## config.mk

```make
export PLATFORM = sky130hd
export DESIGN_NAME = ssm_tile_sched
export DESIGN_NICKNAME = d
export VERILOG_FILES = /design/src/rtl/ssm_tile_sched.sv
export SDC_FILE = /design/constraint.sdc
export NUM_CORES = 1
export LEC_CHECK = 0
export BUFFER_PORTS_ARGS = -buffer_cell sky130_fd_sc_hd__buf_2
export CAP_MARGIN = 20
export CORE_MARGIN = 1.5
export CORE_UTILIZATION = 26
export CTS_CLUSTER_DIAMETER = 120
export DETAILED_ROUTE_END_ITERATION = 10
export PLACE_DENSITY = 0.51
export SYNTH_ARGS = -nofsm -noshare
export SYNTH_HDL_FRONTEND = slang
export SYNTH_SLANG_ARGS = --single-unit
```

## constraint.sdc

```tcl
create_clock -name clk -period 1.8 [get_ports clk]
set_input_delay 0.54 -clock clk [delete_from_list [all_inputs] [get_ports clk]]
set_output_delay 0.54 -clock clk [all_outputs]
set_load 0.01 [all_outputs]
```

## src/rtl/ssm_tile_sched.sv

```systemverilog
// Tile scheduler for the FP16 SSM tile engine: walks the head-tile x P-tile grid
// head-major, launching the engine per tile and handing finished tiles to writeback.
module ssm_tile_sched #(
    parameter int H       = 24,
    parameter int P       = 64,
    parameter int H_TILE  = 12,
    parameter int P_TILE  = 16,
    parameter int IW      = 4,
    parameter int TIMEOUT = 4096
) (
    input  logic          clk,
    input  logic          rst,
    input  logic          start,
    input  logic          abort,
    output logic          busy,
    output logic          done,
    output logic          err_timeout,
    output logic          tile_start,
    input  logic          tile_done,
    output logic [IW-1:0] tile_h_idx,
    output logic [IW-1:0] tile_p_idx,
    output logic          wb_valid,
    input  logic          wb_ready,
    output logic [7:0]    tile_count
);
    localparam int NH = H / H_TILE;
    localparam int NP = P / P_TILE;
    localparam int WW = (TIMEOUT > 2) ? $clog2(TIMEOUT) : 1;
    localparam logic [WW-1:0] WMAX   = WW'(TIMEOUT - 1);
    localparam logic [IW-1:0] H_LAST = IW'(NH - 1);
    localparam logic [IW-1:0] P_LAST = IW'(NP - 1);

    typedef enum logic [2:0] {IDLE, LAUNCH, WAIT, WRITE, FINISH} state_t;

    state_t        state;
    logic [WW-1:0] wcnt;

    always_ff @(posedge clk) begin
        if (rst) begin
            state       <= IDLE;
            wcnt        <= '0;
            err_timeout <= 1'b0;
            tile_h_idx  <= '0;
            tile_p_idx  <= '0;
            tile_count  <= '0;
        end else if (abort && state != IDLE) begin
            // Cancel leaves indices, count and error flag as they were.
            state <= IDLE;
        end else begin
            case (state)
                IDLE: begin
                    if (start && !abort) begin
                        tile_h_idx  <= '0;
                        tile_p_idx  <= '0;
                        tile_count  <= '0;
                        err_timeout <= 1'b0;
                        state       <= LAUNCH;
                    end
                end
                LAUNCH: begin
                    wcnt  <= '0;
                    state <= WAIT;
                end
                WAIT: begin
                    // Completion takes precedence over a watchdog expiry in the same cycle.
                    if (tile_done) begin
                        state <= WRITE;
                    end else if (wcnt == WMAX) begin
                        err_timeout <= 1'b1;
                        state       <= FINISH;
                    end else begin
                        wcnt <= wcnt + 1'b1;
                    end
                end
                WRITE: begin
                    if (wb_ready) begin
                        if (tile_count != 8'hFF)
                            tile_count <= tile_count + 8'd1;
                        if (tile_h_idx == H_LAST && tile_p_idx == P_LAST) begin
                            state <= FINISH;
                        end else begin
                            if (tile_p_idx == P_LAST) begin
                                tile_p_idx <= '0;
                                tile_h_idx <= tile_h_idx + 1'b1;
                            end else begin
                                tile_p_idx <= tile_p_idx + 1'b1;
                            end
                            state <= LAUNCH;
                        end
                    end
                end
                FINISH:  state <= IDLE;
                default: state <= IDLE;
            endcase
        end
    end

    assign busy       = (state != IDLE);
    assign done       = (state == FINISH);
    assign tile_start = (state == LAUNCH);
    assign wb_valid   = (state == WRITE);

endmodule

```

==> out/qor.yml, run 1 <==
grt.total_usage_pct: 15.4
dp_hpwl_mm: 4.00
r2r-start: "state[1]$_SDFFE_PP0P_"
cts_root_buf: "clkbuf_8"
setup_slack_ps: -17.9
worst_slew_pin_slew_ps: 390
ys_types: 49
clk_latency_ps: 290
critPathKind: "flip-flop to primary output"
globalplace.congestion: 0.789
die_y_microns: 89.1
post-place-ws_ps: -306
clk_pin_slew_ps: 80
syn_nets: 244
grt_first_pass_wirelength_mm: 9.61
cts_tree: "built"
io_pins: 27
hold_viol: 0
period_share_pct: 101
antenna_found_initial: 0
drt-initial-drc-count: 94
rsz0062_at_grt: "yes"
power_density_mw_per_mm2: 581
drc_errors: 0
tns_ps: -27.6
netlist_area_sq_mm: 0.00193
ant_nets: 0
hold_path_depth: 1
layout-drive-gt1-share_pct: 43.1
slew_violations: 0
finalSetupViolations: 3
die-area_sq_mm: 0.00794
skew_ps: 4.92
maxCapViolCount: 0
rows: 31
use_met1_pct: 21.2
syn_inst: 233
final_common_cell: "buf_4"
yosys_register_bits: 32
yosysWarnings: 0
grt-busiest-layer: "met2"
hold_end: "err_timeout$_SDFFE_PP0P_"
num-nets-final: 321
h-tree-depth: 2
reg2reg_depth: 5
start_util_pct: 26.7
dr.pass1.iters: 5
synth-async-reset-ratio_pct: 0
synth_edf_count: 0
fmax_ghz: 0.550
cts_sinks: 32
required_ps: 1260
cp-start-kind: "flip-flop"
vias: 2145
yosys_most_used_dff: "dfxtp_1"
grt.met3_usage_pct: 3.60
post_drt_wl_per_cell_microns: 14.4
placed_area_sq_mm: 0.00248
endpoint_kind: "primary output"
cp_max_fo: 5
grt_pass1_vias: 2021
hold_path_class: "flip-flop to flip-flop"
violations: "setup timing"
seq_area_frac_synth_pct: 33.2
coreArea_sq_mm: 0.00721
hp-start: "err_timeout$_SDFFE_PP0P_"
wirelength_mm: 5.92
status: "complete, but fails checks"
irDropWorstVdd_mv: 0.274
synth.avg_cell_area_sq_um: 8.28
avgViaCountPerCell: 5.23
maxSlewHeadroom_pct: 73.4
layout_common_cells: "buf_4 (51), dfxtp_1 (29), buf_2 (23), a21oi_1 (14), o21ai_0 (14)"
reg2reg_to: "tile_p_idx[2]$_SDFFE_PP0P_"
num_antenna_cells: 0
p_leak_nw: 1.21
syn2layout_area_growth_pct: 50.6
r2r_setup_slack_ps: -10
grt_overflow: 0
cts_buffers: 5
worstPathArrival_ps: 1280
fin_crit_ps: 1820
die_x_microns: 89.1
clock_path_buffers: 2
critical_path.startpoint: "state[1]$_SDFFE_PP0P_"
gr-usage-met2_pct: 24.1
grt_max_degree: 24
numPortBuffers: 26
fin_area_sq_mm: 0.00290
[worst max-delay path: stages, from the launching register on]
cell and delay, ps:
dfxtp_4 370, buf_6 120, or3_4 360, buf_6 130
[worst max path at each step]
stage	slack, ps	end	depth (start not counted)
finish	-20	busy	3
global placement	-300	tile_h_idx[3]$_SDFFE_PP0P_	6
detailed placement	-310	tile_p_idx[3]$_SDFFE_PP0P_	6
global route	-50	busy	3
CTS	-20	busy	3
floorplan	-70	tile_p_idx[2]$_SDFFE_PP0P_	5
[registers in the layout (all words and copies together), names as in the netlist]
register and cells:
tile_p_idx 4, err_timeout 1, wcnt 12, tile_count 8
tile_h_idx 4, state 3
[repair_timing]
item / in CTS / in global routing
setup buffers: 7 / 2
gates resized for setup: 20 / 38
hold buffers: 0 / 0
cloned: 0 / 2
pin swaps: 6 / 10
setup endpoints to repair: 18 / 25
[report_power, final]
group / switching, W / total, W / internal [W] / leakage (nW)
combinational: 0.000121 / 0.000248 / 0.000127 / 0.895
sequential: 0.00000765 / 0.000720 / 0.000713 / 0.261
clock: 0.000308 / 0.000718 / 0.000410 / 0.0541
total: 0.000437 / 0.00169 / 0.00125 / 1.21
[metal layers]
layer / share of wire, % / vias to the layer above
li1: - / 1058
met1: 49 / 1039
met2: 46 / 37
met3: 3.1 / 11
met4: 1.8 / 0
met5: 0 / -
[synth_stat cells, types with 5 or more instances]
cell type  count  area (sq um)
a21oi_1       19          95.1
and2_1         5          31.3
and3_1         7          43.8
clkbuf_1      10          37.5
dfxtp_1       32           641
ha_1           5          62.6
inv_1          7          26.3
nand2_1       10          37.5
nand3_1       10          50.1
nand4_1        7          43.8
nor2_1        13          48.8
o21ai_0       16          80.1
o311ai_0       9          78.8
o41ai_1        7          61.3
or3_1          7          43.8
or4_1          6          45.0
[logic make-up (layout without fill, tap and decap cells)]
| kind of cell | count (synthesis) | count (layout) | share of synthesized area (%) |
|---|---|---|---|
| muxes | 2 | 2 | 1.10 |
| buffers and inverters | 25 | 102 | 6.29 |
| AOI/OAI and AO/OA | 78 | 79 | 27.6 |
| DFF | 32 | 32 | 33.2 |
| adders and majority gates | 5 | 5 | 3.24 |
| and+or+nand+nor | 91 | 91 | 28.6 |
[final cells by class]
cell class / count / area, sq um
Timing Repair Buffer: 86 / 633
Tap cell: 99 / 124
Clock inverter: 3 / 42.5
Sequential cell: 32 / 652
Inverter: 8 / 35.0
Clock buffer: 5 / 68.8
Multi-Input combinational cell: 177 / 1350
Fill cell: 730 / 4310
[metrics by stage]
| step | total power (W) | cells | hold slack, ps | utilization [%] |
|---|---|---|---|---|
| after floorplan | 0.000843 | 233 | 451 | - |
| after global placement | 0.000934 | 392 | 461 | 34.4 |
| after detailed placement | 0.000933 | 392 | 464 | 34.4 |
| after CTS | 0.00168 | 406 | 483 | 37.6 |
| after global routing | 0.00177 | 410 | 517 | 40.2 |
| final | 0.00169 | 410 | 487 | 40.2 |
(Power assumes the default switching activity.)
==> run 2: changes to the inputs <==
clock period = 1.6 ns   (was 1.8 ns; I/O delays follow)
==> out/qor.yml, run 2 (same netlist as run 1, synthesis figures left out) <==
status: "complete, but fails checks"
violations: "setup timing"
required_ps: 1120
antenna_found_initial: 0
setup_slack_ps: -174
final_common_cell: "buf_4"
p_leak_nw: 1.34
layout-drive-gt1-share_pct: 56.0
dr.pass1.iters: 4
die_y_microns: 89.1
maxSlewHeadroom_pct: 67.7
dp_hpwl_mm: 4.19
cts_tree: "built"
ant_nets: 0
die_x_microns: 89.1
fmax_ghz: 0.564
globalplace.congestion: 0.787
grt_first_pass_wirelength_mm: 10.6
rsz0062_at_grt: "yes"
grt_pass1_vias: 2261
cp_max_fo: 5
clk_pin_slew_ps: 70
cts_sinks: 32
syn2layout_area_growth_pct: 70.8
switching_share_pct: 26.6
finalSetupViolations: 26
fin_crit_ps: 1770
num_antenna_cells: 0
cp-start-kind: "flip-flop"
io_pins: 27
critPathKind: "flip-flop to primary output"
pwr-share-comb_pct: 17.1
drt-initial-drc-count: 88
hold_ws_ps: 513
regMostFlops: "wcnt"
die-area_sq_mm: 0.00794
h-tree-depth: 2
power_density_mw_per_mm2: 594
clk_latency_ps: 300
coreArea_sq_mm: 0.00721
skew_ps: 6.17
avgViaCountPerCell: 5.24
hold_viol: 0
drc_errors: 0
ctsHoldBuffers: 0
layout_common_cells: "buf_4 (69), buf_2 (23), dfxtp_1 (21), buf_6 (17), a21oi_1 (14)"
path_cells: "buf_6 > or3_4 > buf_6"
largestRegisters: "wcnt x12, tile_count x8"
clock_path_buffers: 2
clockPowerShare_pct: 41.3
start_util_pct: 26.7
endpoint_kind: "primary output"
worstPathArrival_ps: 1290
grt_max_degree: 24
rows: 31
fin_area_sq_mm: 0.00329
maxCapViolCount: 0
numPortBuffers: 26
cts_root_buf: "clkbuf_8"
power.switching_w: 0.000520
critPathSlowestCell: "dfxtp_4"
n_fill_cell: 724
vias: 2278
worst_slew_pin_slew_ps: 484
hold_path_class: "flip-flop to flip-flop"
cpPeakStageDelay_ps: 380
grt_overflow: 0
post_drt_wl_per_cell_microns: 15.0
cpMostUsedCell: "buf_6"
cts_buffers: 5
irDropWorstVdd_mv: 0.285
placed_area_sq_mm: 0.00270
grt.total_usage_pct: 17.3
wirelength_mm: 6.53
seqPwrFrac_pct: 41.5
largest_reg_flops: 12
period_share_pct: 111
num-nets-final: 346
internal-power_w: 0.00144
slew_violations: 0
## run 2: cell types whose count changed in the layout (fill, tap and decap cells not counted), sizes merged
cell           delta
clkdlybuf4s15     -1
buf              +25
a21o              +1
## run 2: through the flow
stage          power, W  setup WS [ps]  TNS [ps]  utilization (%)  instances
6_report        0.00196           -174     -2170             45.6        435
5_1_grt         0.00204           -200     -3670             45.6        435
4_1_cts         0.00192           -178     -2170             43.0        430
3_5_place_dp    0.00106           -419     -7690             37.5        410
3_3_place_gp    0.00106           -389     -7130             37.5        410
2_1_floorplan  0.000964           -203     -1190                -        233
## run 2: worst paths after layout
check / depth (start not counted) / to / start / slack (ps)
setup / recovery: 3 / busy / state[2]$_SDFFE_PP0P_ / -170
hold / removal: 1 / err_timeout$_SDFFE_PP0P_ / err_timeout$_SDFFE_PP0P_ / 510
setup reg to reg: 5 / tile_p_idx[3]$_SDFFE_PP0P_ / state[1]$_SDFFE_PP0P_ / -170
hold reg to reg: 1 / err_timeout$_SDFFE_PP0P_ / err_timeout$_SDFFE_PP0P_ / 510
## run 2: power by group through the flow
| stage | Clock (W) | Combinational, W | Sequential, W |
|---|---|---|---|
| floorplan | 0 | 0.000129 | 0.000835 |
| global placement | 0 | 0.000231 | 0.000832 |
| detailed placement | 0 | 0.000233 | 0.000831 |
| CTS | 0.000819 | 0.000292 | 0.000811 |
| global route | 0.000867 | 0.000361 | 0.000814 |
| finish | 0.000809 | 0.000336 | 0.000812 |
## run 2: worst max-delay path: cells and delay by family, from the launching register on
| family | cells | cell delay [ps] |
|---|---|---|
| flops | 1 | 380 |
| simple gates | 1 | 380 |
| buf+inv | 2 | 250 |
## run 2: layout make-up
class	count	area, sq um	area share [%]
multi-input cells	178	1530	46.4
repair buffers	110	840	25.5
flip-flops and latches	32	659	20.0
well taps	99	124	3.76
clock buffers	5	68.8	2.09
clock inverters	3	42.5	1.29
inverters	8	32.5	0.988
## run 2: repair_timing
| item | in CTS | in global routing |
|---|---|---|
| hold endpoints to repair | 0 | 0 |
| pin swaps | 24 | 15 |
| buffers inserted | 10 | 4 |
| resized for setup | 50 | 35 |
| gates cloned | 2 | 1 |
| endpoints found under the setup margin | 33 | 34 |
## run 2: per-layer routing
layer	track usage, %	share of wire, %
met2	28.5	49
met3	3.23	4.2
met5	0	0
met1	22.0	44
met4	7.97	2.5
==> run 3: changes to the inputs <==
CELL_PAD_IN_SITES_DETAIL_PLACEMENT = 1   (was not set)
CELL_PAD_IN_SITES_GLOBAL_PLACEMENT = 1   (was not set)
PLACE_DENSITY = 0.62   (was 0.51)
==> out/qor.yml, run 3 (same netlist as run 1, synthesis figures left out) <==
hold_viol: 0
antenna_found_initial: 0
clk_pin_slew_ps: 80
p_leak_nw: 1.39
coreArea_sq_mm: 0.00721
num-nets-final: 344
cts_root_buf: "clkbuf_8"
num_antenna_cells: 0
worstPathArrival_ps: 1370
grt_pass1_vias: 2409
critPathKind: "flip-flop to primary output"
grt.total_usage_pct: 20.5
syn2layout_area_growth_pct: 78.5
fin_area_sq_mm: 0.00344
globalplace.congestion: 0.771
finalSetupViolations: 30
rows: 31
layout-drive-gt1-share_pct: 56.9
cts_buffers: 5
placed_area_sq_mm: 0.00275
layout_common_cells: "buf_4 (67), dfxtp_1 (23), buf_2 (23), buf_6 (17), a21oi_1 (15)"
dp_hpwl_mm: 4.94
grt_first_pass_wirelength_mm: 12.4
tns_ps: -3590
hold_ws_ps: 516
ant_nets: 0
cts_tree: "built"
vias: 2318
final_common_cell: "buf_4"
slew_violations: 0
cp-start-kind: "flip-flop"
status: "complete, but fails checks"
die_x_microns: 89.1
clk_latency_ps: 300
worst_slew_pin_slew_ps: 439
internal-power_w: 0.00143
switching_share_pct: 27.3
seqPwrFrac_pct: 41.1
post_drt_wl_per_cell_microns: 17.8
start_util_pct: 26.7
power.switching_w: 0.000538
skew_ps: 8.86
period_share_pct: 116
maxSlewHeadroom_pct: 70.7
largest_reg_flops: 12
largestRegisters: "wcnt x12, tile_count x8"
cts_sinks: 32
avgViaCountPerCell: 5.35
drc_errors: 0
grt_max_degree: 24
h-tree-depth: 2
maxCapViolCount: 0
regMostFlops: "wcnt"
fmax_ghz: 0.540
pwr-share-comb_pct: 17.4
fin_crit_ps: 1850
die-area_sq_mm: 0.00794
irDropWorstVdd_mv: 0.431
power_density_mw_per_mm2: 571
total_power_w: 0.00197
cp_max_fo: 7
wirelength_mm: 7.73
dr.pass1.iters: 4
rsz0062_at_grt: "yes"
die_y_microns: 89.1
stdcell_count: 433
hold_path_class: "flip-flop to flip-flop"
endpoint_kind: "primary output"
n_fill_cell: 828
drt-initial-drc-count: 58
violations: "setup timing"
io_pins: 27
numPortBuffers: 26
grt_overflow: 0
clock_path_buffers: 2
clockPowerShare_pct: 41.4
setup_slack_ps: -252
dp.cells: 414
required_ps: 1120
run 3: cell count changes in the layout (fill, tap and decap cells not counted), moves of 3 or more:
cell,previous run,this run
buf_12,0,3
o311ai_2,8,3
o311ai_4,0,6
o41ai_1,4,1
dfxtp_2,9,6
run 3: final cells by class:
class / count / area, sq um / share of cell area, %
Clock buffer: 5 / 68.8 / 2.00
Clock inverter: 3 / 42.5 / 1.24
Inverter: 8 / 32.5 / 0.945
Multi-Input combinational cell: 176 / 1650 / 47.8
Sequential cell: 32 / 659 / 19.2
Tap cell: 99 / 124 / 3.60
Timing Repair Buffer: 110 / 870 / 25.3
run 3: final timing paths:
path	startpoint	endpoint	slack (ps)	depth (start not counted)
hold / removal	err_timeout$_SDFFE_PP0P_	err_timeout$_SDFFE_PP0P_	520	1
setup reg to reg	state[1]$_SDFFE_PP0P_	wcnt[10]$_SDFFE_PP0P_	-210	9
setup / recovery	state[0]$_SDFFE_PP0P_	busy	-250	4
hold reg to reg	err_timeout$_SDFFE_PP0P_	err_timeout$_SDFFE_PP0P_	520	1
run 3: metal layers:
metal	vias up	GRT usage [%]	wire length (microns)
met4	0	3.78	56
met5	-	0	0
met3	4	3.97	193
li1	1109	-	-
met2	35	37.1	4120
met1	1170	25.2	3350
run 3: repair_timing:
action / in CTS / in global routing
pin swaps: 23 / 16
resized for setup: 61 / 37
hold buffers: 0 / 0
endpoints found under the setup margin: 34 / 36
setup buffers: 7 / 8
run 3: per-stage QoR:
stage	setup slack [ps]	utilization, %
4_1_cts	-245	44.7
3_3_place_gp	-425	38.1
5_1_grt	-284	47.7
6_report	-252	47.7
2_1_floorplan	-203	-
3_5_place_dp	-436	38.1
run 3: power groups by stage:
stage	combinational, W	sequential (W)	clock (W)
2_1_floorplan	0.000129	0.000835	0
3_3_place_gp	0.000241	0.000830	0
6_report	0.000343	0.000809	0.000815
5_1_grt	0.000368	0.000810	0.000868
4_1_cts	0.000307	0.000811	0.000827
3_5_place_dp	0.000247	0.000831	0
run 3: worst max-delay path: stages (launching register included):
cell	delay, ps
dfxtp_2	330
buf_6	130
buf_6	120
or3_4	370
buf_6	130
